==> src/rtl/arc4_encrypt.sv <==
// arc4_encrypt: RC4 encryption engine.
// Reads a length-prefixed plaintext from pt memory, runs KSA and PRGA over
// the external S memory and writes a length-prefixed ciphertext to ct memory.
// All memories have a registered address: read data is valid in the cycle
// after the address is presented; writes commit on the edge where wren=1.
// Handshake: en is accepted only while rdy=1 (IDLE); the key is latched on that
// edge, rdy drops the following cycle and returns one cycle after the last
// ciphertext write. en while rdy=0 is ignored.
// Optional macro ARC4_ENCRYPT_CYCLE_COUNT_EN adds a 16-bit saturating 'cycles'
// output counting busy cycles of the most recent run.
module arc4_encrypt #(
    parameter int KEY_BYTES = 3,
    parameter int MEM_AW    = 8
) (
    input  logic                   clk,
    input  logic                   rst_n,
    input  logic                   en,
    output logic                   rdy,
    input  logic [8*KEY_BYTES-1:0] key,
    output logic [MEM_AW-1:0]      s_addr,
    input  logic [7:0]             s_rddata,
    output logic [7:0]             s_wrdata,
    output logic                   s_wren,
    output logic [MEM_AW-1:0]      pt_addr,
    input  logic [7:0]             pt_rddata,
    output logic [MEM_AW-1:0]      ct_addr,
    output logic [7:0]             ct_wrdata,
    output logic                   ct_wren
`ifdef ARC4_ENCRYPT_CYCLE_COUNT_EN
    ,
    output logic [15:0]            cycles
`endif
);

    typedef enum logic [2:0] {IDLE, INIT, KSA, LEN, PRGA} state_t;

    state_t                 state, state_n;
    logic [2:0]             step, step_n;
    logic [7:0]             i, i_n, j, j_n, k, k_n;
    logic [7:0]             si, si_n, sj, sj_n, len, len_n, ptb, ptb_n;
    logic [8*KEY_BYTES-1:0] key_r, key_n;
    logic [7:0]             s_a, pt_a, ct_a;
    logic [7:0]             i_inc;

    assign i_inc   = i + 8'd1;
    assign s_addr  = MEM_AW'(s_a);
    assign pt_addr = MEM_AW'(pt_a);
    assign ct_addr = MEM_AW'(ct_a);

    // State and datapath registers; reset returns everything to idle values.
    always_ff @(posedge clk or negedge rst_n) begin
        if (!rst_n) begin
            state <= IDLE;
            step  <= '0;
            i     <= '0;
            j     <= '0;
            k     <= '0;
            si    <= '0;
            sj    <= '0;
            len   <= '0;
            ptb   <= '0;
            key_r <= '0;
        end else begin
            state <= state_n;
            step  <= step_n;
            i     <= i_n;
            j     <= j_n;
            k     <= k_n;
            si    <= si_n;
            sj    <= sj_n;
            len   <= len_n;
            ptb   <= ptb_n;
            key_r <= key_n;
        end
    end

    // Next-state and memory-port decode; each phase of an iteration is one step.
    always_comb begin
        state_n   = state;
        step_n    = step;
        i_n       = i;
        j_n       = j;
        k_n       = k;
        si_n      = si;
        sj_n      = sj;
        len_n     = len;
        ptb_n     = ptb;
        key_n     = key_r;
        rdy       = (state == IDLE);
        s_a       = '0;
        s_wrdata  = '0;
        s_wren    = 1'b0;
        pt_a      = '0;
        ct_a      = '0;
        ct_wrdata = '0;
        ct_wren   = 1'b0;
        case (state)
            IDLE: begin
                if (en) begin
                    key_n   = key;
                    state_n = INIT;
                    step_n  = '0;
                    i_n     = '0;
                    j_n     = '0;
                    k_n     = '0;
                end
            end
            INIT: begin
                s_a      = i;
                s_wrdata = i;
                s_wren   = 1'b1;
                i_n      = i_inc;
                if (i == 8'hFF) state_n = KSA;
            end
            KSA: begin
                // Current key byte is always the top byte; key rotates per i.
                case (step)
                    3'd0: begin s_a = i; step_n = 3'd1; end
                    3'd1: begin
                        si_n   = s_rddata;
                        j_n    = j + s_rddata + key_r[8*KEY_BYTES-1 -: 8];
                        step_n = 3'd2;
                    end
                    3'd2: begin s_a = j; step_n = 3'd3; end
                    3'd3: begin
                        s_a = i; s_wrdata = s_rddata; s_wren = 1'b1;
                        step_n = 3'd4;
                    end
                    default: begin
                        // i==j writes the same value twice, so the swap stays correct.
                        s_a = j; s_wrdata = si; s_wren = 1'b1;
                        key_n  = (key_r << 8) | (key_r >> (8*(KEY_BYTES-1)));
                        i_n    = i_inc;
                        step_n = 3'd0;
                        if (i == 8'hFF) state_n = LEN;
                    end
                endcase
            end
            LEN: begin
                if (step == 3'd0) begin
                    step_n = 3'd1;
                end else begin
                    ct_wren   = 1'b1;
                    ct_wrdata = pt_rddata;
                    len_n     = pt_rddata;
                    i_n       = '0;
                    j_n       = '0;
                    k_n       = 8'd1;
                    step_n    = 3'd0;
                    state_n   = (pt_rddata == 8'd0) ? IDLE : PRGA;
                end
            end
            PRGA: begin
                case (step)
                    3'd0: begin
                        s_a = i_inc; i_n = i_inc; pt_a = k;
                        step_n = 3'd1;
                    end
                    3'd1: begin
                        si_n   = s_rddata;
                        j_n    = j + s_rddata;
                        ptb_n  = pt_rddata;
                        step_n = 3'd2;
                    end
                    3'd2: begin s_a = j; step_n = 3'd3; end
                    3'd3: begin
                        sj_n = s_rddata;
                        s_a = i; s_wrdata = s_rddata; s_wren = 1'b1;
                        step_n = 3'd4;
                    end
                    3'd4: begin
                        s_a = j; s_wrdata = si; s_wren = 1'b1;
                        step_n = 3'd5;
                    end
                    3'd5: begin s_a = si + sj; step_n = 3'd6; end
                    default: begin
                        // k is compared before incrementing, so L=255 ends at k=255.
                        ct_a = k; ct_wrdata = ptb ^ s_rddata; ct_wren = 1'b1;
                        k_n    = k + 8'd1;
                        step_n = 3'd0;
                        if (k == len) state_n = IDLE;
                    end
                endcase
            end
            default: begin
                state_n = IDLE;
                step_n  = '0;
            end
        endcase
    end

`ifdef ARC4_ENCRYPT_CYCLE_COUNT_EN
    // Busy-cycle counter: cleared on accept, saturating, held while idle.
    always_ff @(posedge clk or negedge rst_n) begin
        if (!rst_n) begin
            cycles <= '0;
        end else if (state == IDLE) begin
            if (en) cycles <= '0;
        end else if (cycles != 16'hFFFF) begin
            cycles <= cycles + 16'd1;
        end
    end
`endif

endmodule
==> config.mk <==
export PLATFORM = sky130hd
export DESIGN_NAME = arc4_encrypt
export DESIGN_NICKNAME = d
export VERILOG_FILES = /design/src/rtl/arc4_encrypt.sv
export SDC_FILE = /design/constraint.sdc
export NUM_CORES = 1
export LEC_CHECK = 0
export ABC_AREA = 1
export ABC_CLOCK_PERIOD_IN_PS = 2480
export BUFFER_PORTS_ARGS = -buffer_cell sky130_fd_sc_hd__buf_4
export CAP_MARGIN = 20
export CORE_MARGIN = 2
export CORE_UTILIZATION = 53
export DETAILED_ROUTE_END_ITERATION = 7
export MAX_ROUTING_LAYER = met4
export PLACE_DENSITY = 0.77
export SLEW_MARGIN = 20
export SYNTH_ARGS = -nofsm -noshare
export SYNTH_HDL_FRONTEND = slang
export SYNTH_SLANG_ARGS = --single-unit
==> constraint.sdc <==
create_clock -name clk -period 2.48 [get_ports clk]
set_input_delay 0.496 -clock clk [delete_from_list [all_inputs] [get_ports clk]]
set_output_delay 0.496 -clock clk [all_outputs]
set_load 0.02 [all_outputs]
# Yosys cells after proc, flatten, opt, wreduce, memory -nomap -nowiden
# Cells that the tools add are included.
dict set report classes {
  n_mux 47
  bitwise 4
  add_sub_neg 5
  eq_ne 21
  n_reduce_logical 24
}
# op n
set op_table {}
lappend op_table {{$mux W8} 14}
lappend op_table {{$pmux W8 S3} 3}
lappend op_table {{$pmux W8 S2} 4}
lappend op_table {{$pmux W8 S4} 2}
lappend op_table {{$mux W24} 2}
lappend op_table {{$pmux W24 S2} 1}
lappend op_table {{$pmux W8 S5} 1}
lappend op_table {{$pmux W3 S5} 2}
lappend op_table {{$mux W3} 9}
lappend op_table {{$add A8 B8 Y8} 3}
lappend op_table {{$or A24 B8 Y24} 1}
lappend op_table {{$ne A2 B2 Y1 const B} 10}
lappend op_table {{$pmux W3 S6} 1}
lappend op_table {{$add A8 B1 Y8 const B} 2}
lappend op_table {{$eq A3 B2 Y1 const B} 4}
lappend op_table {{$pmux W3 S4} 1}
lappend op_table {{$reduce_and A2 Y1} 5}
lappend op_table {{$reduce_and A5 Y1} 2}
lappend op_table {{$eq A3 B3 Y1 const B} 3}
lappend op_table {{$eq A8 B8 Y1} 1}
lappend op_table {{$eq A8 B8 Y1 const B} 1}
lappend op_table {{$logic_not A8 Y1} 1}
lappend op_table {{$reduce_or A2 Y1} 4}
lappend op_table {{$xor A8 B8 Y8} 1}
lappend op_table {{16 further kinds} 23}
dict set report word_totals {
  output_inout_bits 43
  register_bits 86
  in_bits 43
  elab_cells 111
}

# Longest topological paths before layout
dict set report depth {
  depth_word 4
  ltp_mapped 16
  ltp_nobuf 16
}

# Worst setup path before layout
# OpenSTA, ideal clock, no wires.
dict set report synth_timing {
  path_type {input -> register}
  from {in s_rddata[0]}
  to {reg j[5]}
  arrival_time_ps 2702
  slack_ps -304
  required_time_ps 2398
  setup_ps 82
  stages 13
  cell_sequence {ha_1 -> fa_1 -> a31o_2 -> or2_2 -> nand2_1 -> inv_1 -> ha_1 -> a21oi_1 -> a21boi_0 -> nor2_1 -> nor2_1 -> nand2_1 -> a31oi_1}
}
dict set report synth_between {
  elab_chain_len 4
  elab_cells_between_ends 5
  classes_between {add/sub (2); mux (3)}
}
# item line_no
set synth_lines {}
lappend synth_lines {{from (decl)} 21} ;# input logic [7:0] s_rddata,
lappend synth_lines {{$add A8 B8 Y8 (*)} {121, 161}}
lappend synth_lines {{$add A8 B8 Y8} 121} ;# j_n = j + s_rddata + key_r[8*KEY_BYTES-1 -: 8];
lappend synth_lines {{$mux W8} 117} ;# case (step)
lappend synth_lines {{$pmux W8 S4 (*)} 97} ;# case (state)
lappend synth_lines {{to (signal assigned)} 67} ;# j <= j_n;
lappend synth_lines {{to (decl)} 39} ;# logic [7:0] i, i_n, j, j_n, k, k_n;
# Mark *: on every way between the ends. The rest lies on a longest branch, timed or not. The select of a mux whose other input is x is not followed.
# A chain may end at the register's enable or synchronous reset.

# Worst setup path in the final report
dict set report layout_timing {
  from {reg sj[0]}
  to {out s_addr[6]}
}
dict set report layout_between {
  elab_chain_len 3
}
# item line_no
set layout_lines {}
lappend layout_lines {{from (decl)} 40} ;# logic [7:0] si, si_n, sj, sj_n, len, len_n, ptb, ptb_n;
lappend layout_lines {{from (signal assigned)} 70} ;# sj <= sj_n;
lappend layout_lines {{$add A8 B8 Y8} 175} ;# 3'd5: begin s_a = si + sj; step_n = 3'd6; end
lappend layout_lines {{$pmux W8 S4} 154} ;# case (step)
lappend layout_lines {{$pmux W8 S3} 97}
lappend layout_lines {{to (decl)} 20} ;# output logic [MEM_AW-1:0] s_addr,
# No other way between the ends.

==> results.txt <==
* Parity-gate share of the synthesized area counting xor and xnor cells: slightly below 4%
- Synthesis produced 786 cells.
- Final setup TNS: -1.32 ns
- The critical path in this run is classified as reg2out.
* Total CTS buffers: 9
* Pins Over Slew Limit: 0
* Average instance area after synthesis: around 7.4 um2
* Final Routed Wirelength: between 15000 and 20000 um
* Standard cell core area: approximately 11000 um2
- Post-detail-place hpwl: between 10000 and 15000 um
- TritonCTS built the clock tree.
- The tree is rooted in a clkbuf_8.
* Clock tree sinks: 86
- Seq cells post-synth: 86
- Largest net degree at the start of global routing: ~70
- GRT Resource Usage Total: about 32%
- Sequential standard cell area: 2160 um2
* Diodes inserted: 0
- Worst relative slew slack: 56.0%
- Number of antenna violations at the first check in global routing: 0
* Post-placement worst setup slack: -0.378 ns
- Final critical-path setup slack: -0.257 ns
- After synthesis, the largest family of logic cells by area is simple AND/OR/NAND/NOR gates.
- # DRC: 0
- Violated checks: setup timing
* Simple-Gate Fraction of Synth Area: 24.7%
* Number of vias after detailed routing: between 6000 and 7000
- Setup repair after global routing could not meet its margin everywhere.
- Type of the tightest min-delay check: in2reg
- Number of inserted filler cells in the final layout: between 800 and 900
- Final period util: 110%
- The initial utilization of the core area, before any placement, comes to ~54%.
* VDD IR max: about 0.8 mV
* Mapped Area: roughly 5800 um2
- The first detailed-routing pass ran for 5 iterations.
- The net count of the finished layout is approximately 1000.
- Summed over all layers, the global routing overflow is 0.
* Hold Vio Cnt, Final: 0
* Vias per cell: between 5 and 6
- Arr. time, crit path: 2.24 ns
- Tightest Pin Transition: between 0.6 and 0.7 ns
- PD cells: approximately 1300 nW/um2
- Across the run, the number of max-cap violations was 0.
- Multiplexer fraction of the synthesized cell area: less than 1%
- Overall die area: about 12000 um2
- Count of boundary I/O pins: 86
- Netlist cell types: 50
- STA classifies the critical path endpoint as an output pin.
* Adder-cell area share of the yosys netlist: ~6.0%
- CTS clock-pin slew for the worst setup and hold paths: 0.09 ns
- Last weighted congestion value of the routability-driven placer: a little under 1
- The worst setup path is launched from a flip-flop.
* Final setup violation count: 10
* Port-buffer cells: 85
- Die Span Y: 109 um
- Maximum fanout along the worst path: 3
- Compound-cell area share of the yosys netlist: 18.5%
* Outcome: finished with violations
- Sequential element share of the synthesized area: a little under two fifths
- Once detail routing completed, the nets flagged for antenna violations numbered 0.
- The clock passes through at most 2 buffers.
* Minimum clock period after layout: 2.74 ns
- Leakage power: 0.00376 uW
* Average wire per cell in the routed design: approximately 17 um
- In this run the core area contains 38 standard-cell rows.
- Worst Path Required: between 1.5 and 2 ns
* Via count of the first global-routing pass: 5768
- Max Fclk: about 370 MHz
* H-tree depth: 3
* Largest clock skew in the final design: between 0.015 and 0.02 ns
* Warnings from Yosys: 0
- Die X-Extent: roughly 110 um
- Clock insertion delay at the later pin of the skew report: 0.38 ns
* DRC marker count from the first detailed-route iteration: around 530
- The number of nets handed over by synthesis was between 800 and 900.
- Share of final-layout standard cells stronger than drive strength 1: about 30%
* Relative area change from synthesis to final layout: 34.0%
* Global-route wire length before repair: 28600 um
* Footprint of the multi-input gates: between 3000 and 4000 um2
-- path summary, 6_finish.rpt --
path                             endpoint  slack [ns]  cells after the start    startpoint
worst max-delay path            s_addr[6]       -0.26                     13         sj[0]
worst min-delay path               len[2]        0.35                      3  pt_rddata[2]
worst max register to register       j[7]       -0.18                     14          j[0]
worst min register to register     len[5]        0.52                      2        len[5]
max in group asynchronous        state[2]        1.25                      3         rst_n
min in group asynchronous            i[3]        0.53                      2         rst_n
-- layout make-up --
cell class	instances	share of cell area [%]
inverter	112	5.60
sequential	86	27.7
clock buffer	11	1.95
timing repair buffer	159	16.4
multi-input combinational	565	44.7
tap	140	2.25
clock inverter	5	1.34
-- stage by stage --
stage / cells / total power [uW] / instance area (um2) / util (%) / hold slack (ns)
global route: 1078 / 10700 / 7780 / 72.4 / 0.380
floorplan: 786 / 5920 / 5860 / - / 0.200
CTS: 1062 / 9020 / 7360 / 68.5 / 0.345
finish: 1078 / 9920 / 7780 / 72.4 / 0.354
detailed placement: 1034 / 7410 / 6910 / 64.3 / 0.405
global placement: 1034 / 7220 / 6910 / 64.3 / 0.403
-- synth_stat cells, drive strengths merged --
| library cell | instances | area share [%] |
|---|---|---|
| a211o | 2 | 0.30 |
| a211oi | 2 | 0.26 |
| a21boi | 1 | 0.13 |
| a21o | 1 | 0.13 |
| a21oi | 31 | 2.7 |
| a31o | 1 | 0.15 |
| a31oi | 5 | 0.54 |
| a32oi | 1 | 0.15 |
| and2 | 1 | 0.11 |
| buf | 11 | 1.3 |
| clkbuf | 12 | 0.78 |
| clkinv | 1 | 0.065 |
| dfrtp | 86 | 37 |
| fa | 3 | 1.0 |
| ha | 23 | 5.0 |
| inv | 111 | 7.2 |
| mux2 | 2 | 0.39 |
| nand2 | 205 | 14 |
| nand3 | 37 | 3.3 |
| nand3b | 3 | 0.39 |
| nand4 | 7 | 0.75 |
| nor2 | 55 | 4.2 |
| nor3 | 15 | 1.6 |
| nor4 | 2 | 0.22 |
| o2111ai | 1 | 0.15 |
| o211ai | 28 | 3.6 |
| o21ai | 80 | 7.0 |
| o21bai | 1 | 0.13 |
| o221ai | 7 | 1.1 |
| o22ai | 16 | 1.7 |
| o2bb2ai | 1 | 0.15 |
| o311ai | 1 | 0.15 |
| o31ai | 2 | 0.26 |
| or2 | 5 | 0.54 |
| xnor2 | 16 | 2.4 |
| xor2 | 10 | 1.5 |
-- report_power, final --
group / leakage (uW) / switching (uW) / internal [uW] / total (uW)
sequential: 0.00104 / 468 / 1990 / 2460
combinational: 0.00258 / 3550 / 2640 / 6190
clock: 0.000130 / 544 / 727 / 1270
total: 0.00376 / 4560 / 5360 / 9920
-- metal layers --
layer | share of wire (%) | track usage (%) | wire length (um) | vias to the layer above
met4 | 3.1 | 13.1 | 563 | 0
met2 | 49 | 51.9 | 8950 | 250
met1 | 42 | 41.3 | 7650 | 2910
met3 | 5.8 | 4.54 | 1060 | 47
met5 | 0 | - | 0 | -
li1 | - | - | - | 2907
-- state kept, by name (all words and copies together) (netlist names) --
register,cells
key_r,24
ptb,8
step,3
i,8
sj,8
j,8
len,8
k,8
si,8
state,3
-- repair_timing --
item / 4_1_cts / 5_1_grt
setup endpoints to repair: 29 / 31
hold buffers: 1 / 0
setup buffers: 11 / 16
endpoints found under the hold margin: 7 / 0
resized for setup: 33 / 78
pin swaps: 26 / 26
cloned: 0 / 0
-- worst max-delay path, stage by stage, from the launching register on --
cell     delay [ns]
dfrtp_1        0.40
ha_2           0.22
fa_2           0.38
nand3_2        0.08
nand2_2        0.06
nand2_2        0.08
nand2_1        0.05
nand2_1        0.05
nand2_1        0.06
nor2_1         0.09
nor2_1         0.05
o21ai_1        0.11
nand2_1        0.10
buf_6          0.14
-- layout by cell type, fill, tap and decap left out, drive strengths merged, types with 2 or more instances in the layout --
master	netlist	routed
clkinv	1	2
o221ai	7	7
buf	11	158
nand4	7	7
nand3b	3	3
or2	5	5
nor4	2	2
a31oi	5	5
ha	23	23
mux2	2	2
bufinv	0	3
fa	3	3
nand3	37	37
nor2	55	55
o21ai	80	80
a21oi	31	31
inv	111	111
xnor2	16	16
o22ai	16	16
a211o	2	2
xor2	10	10
o211ai	28	28
a211oi	2	2
clkbuf	12	11
nand2	205	205
nor3	15	15
dfrtp	86	86
o31ai	2	2
-- cell families after synthesis --
logic type	after synthesis
AOI/OAI and AO/OA	181
xor gates and xnor gates	26
adders and majority gates	26
buffers and inverters	135
DFF	86
muxes	2
and+or+nand+nor	330
Power figures use the tool's default switching activity.
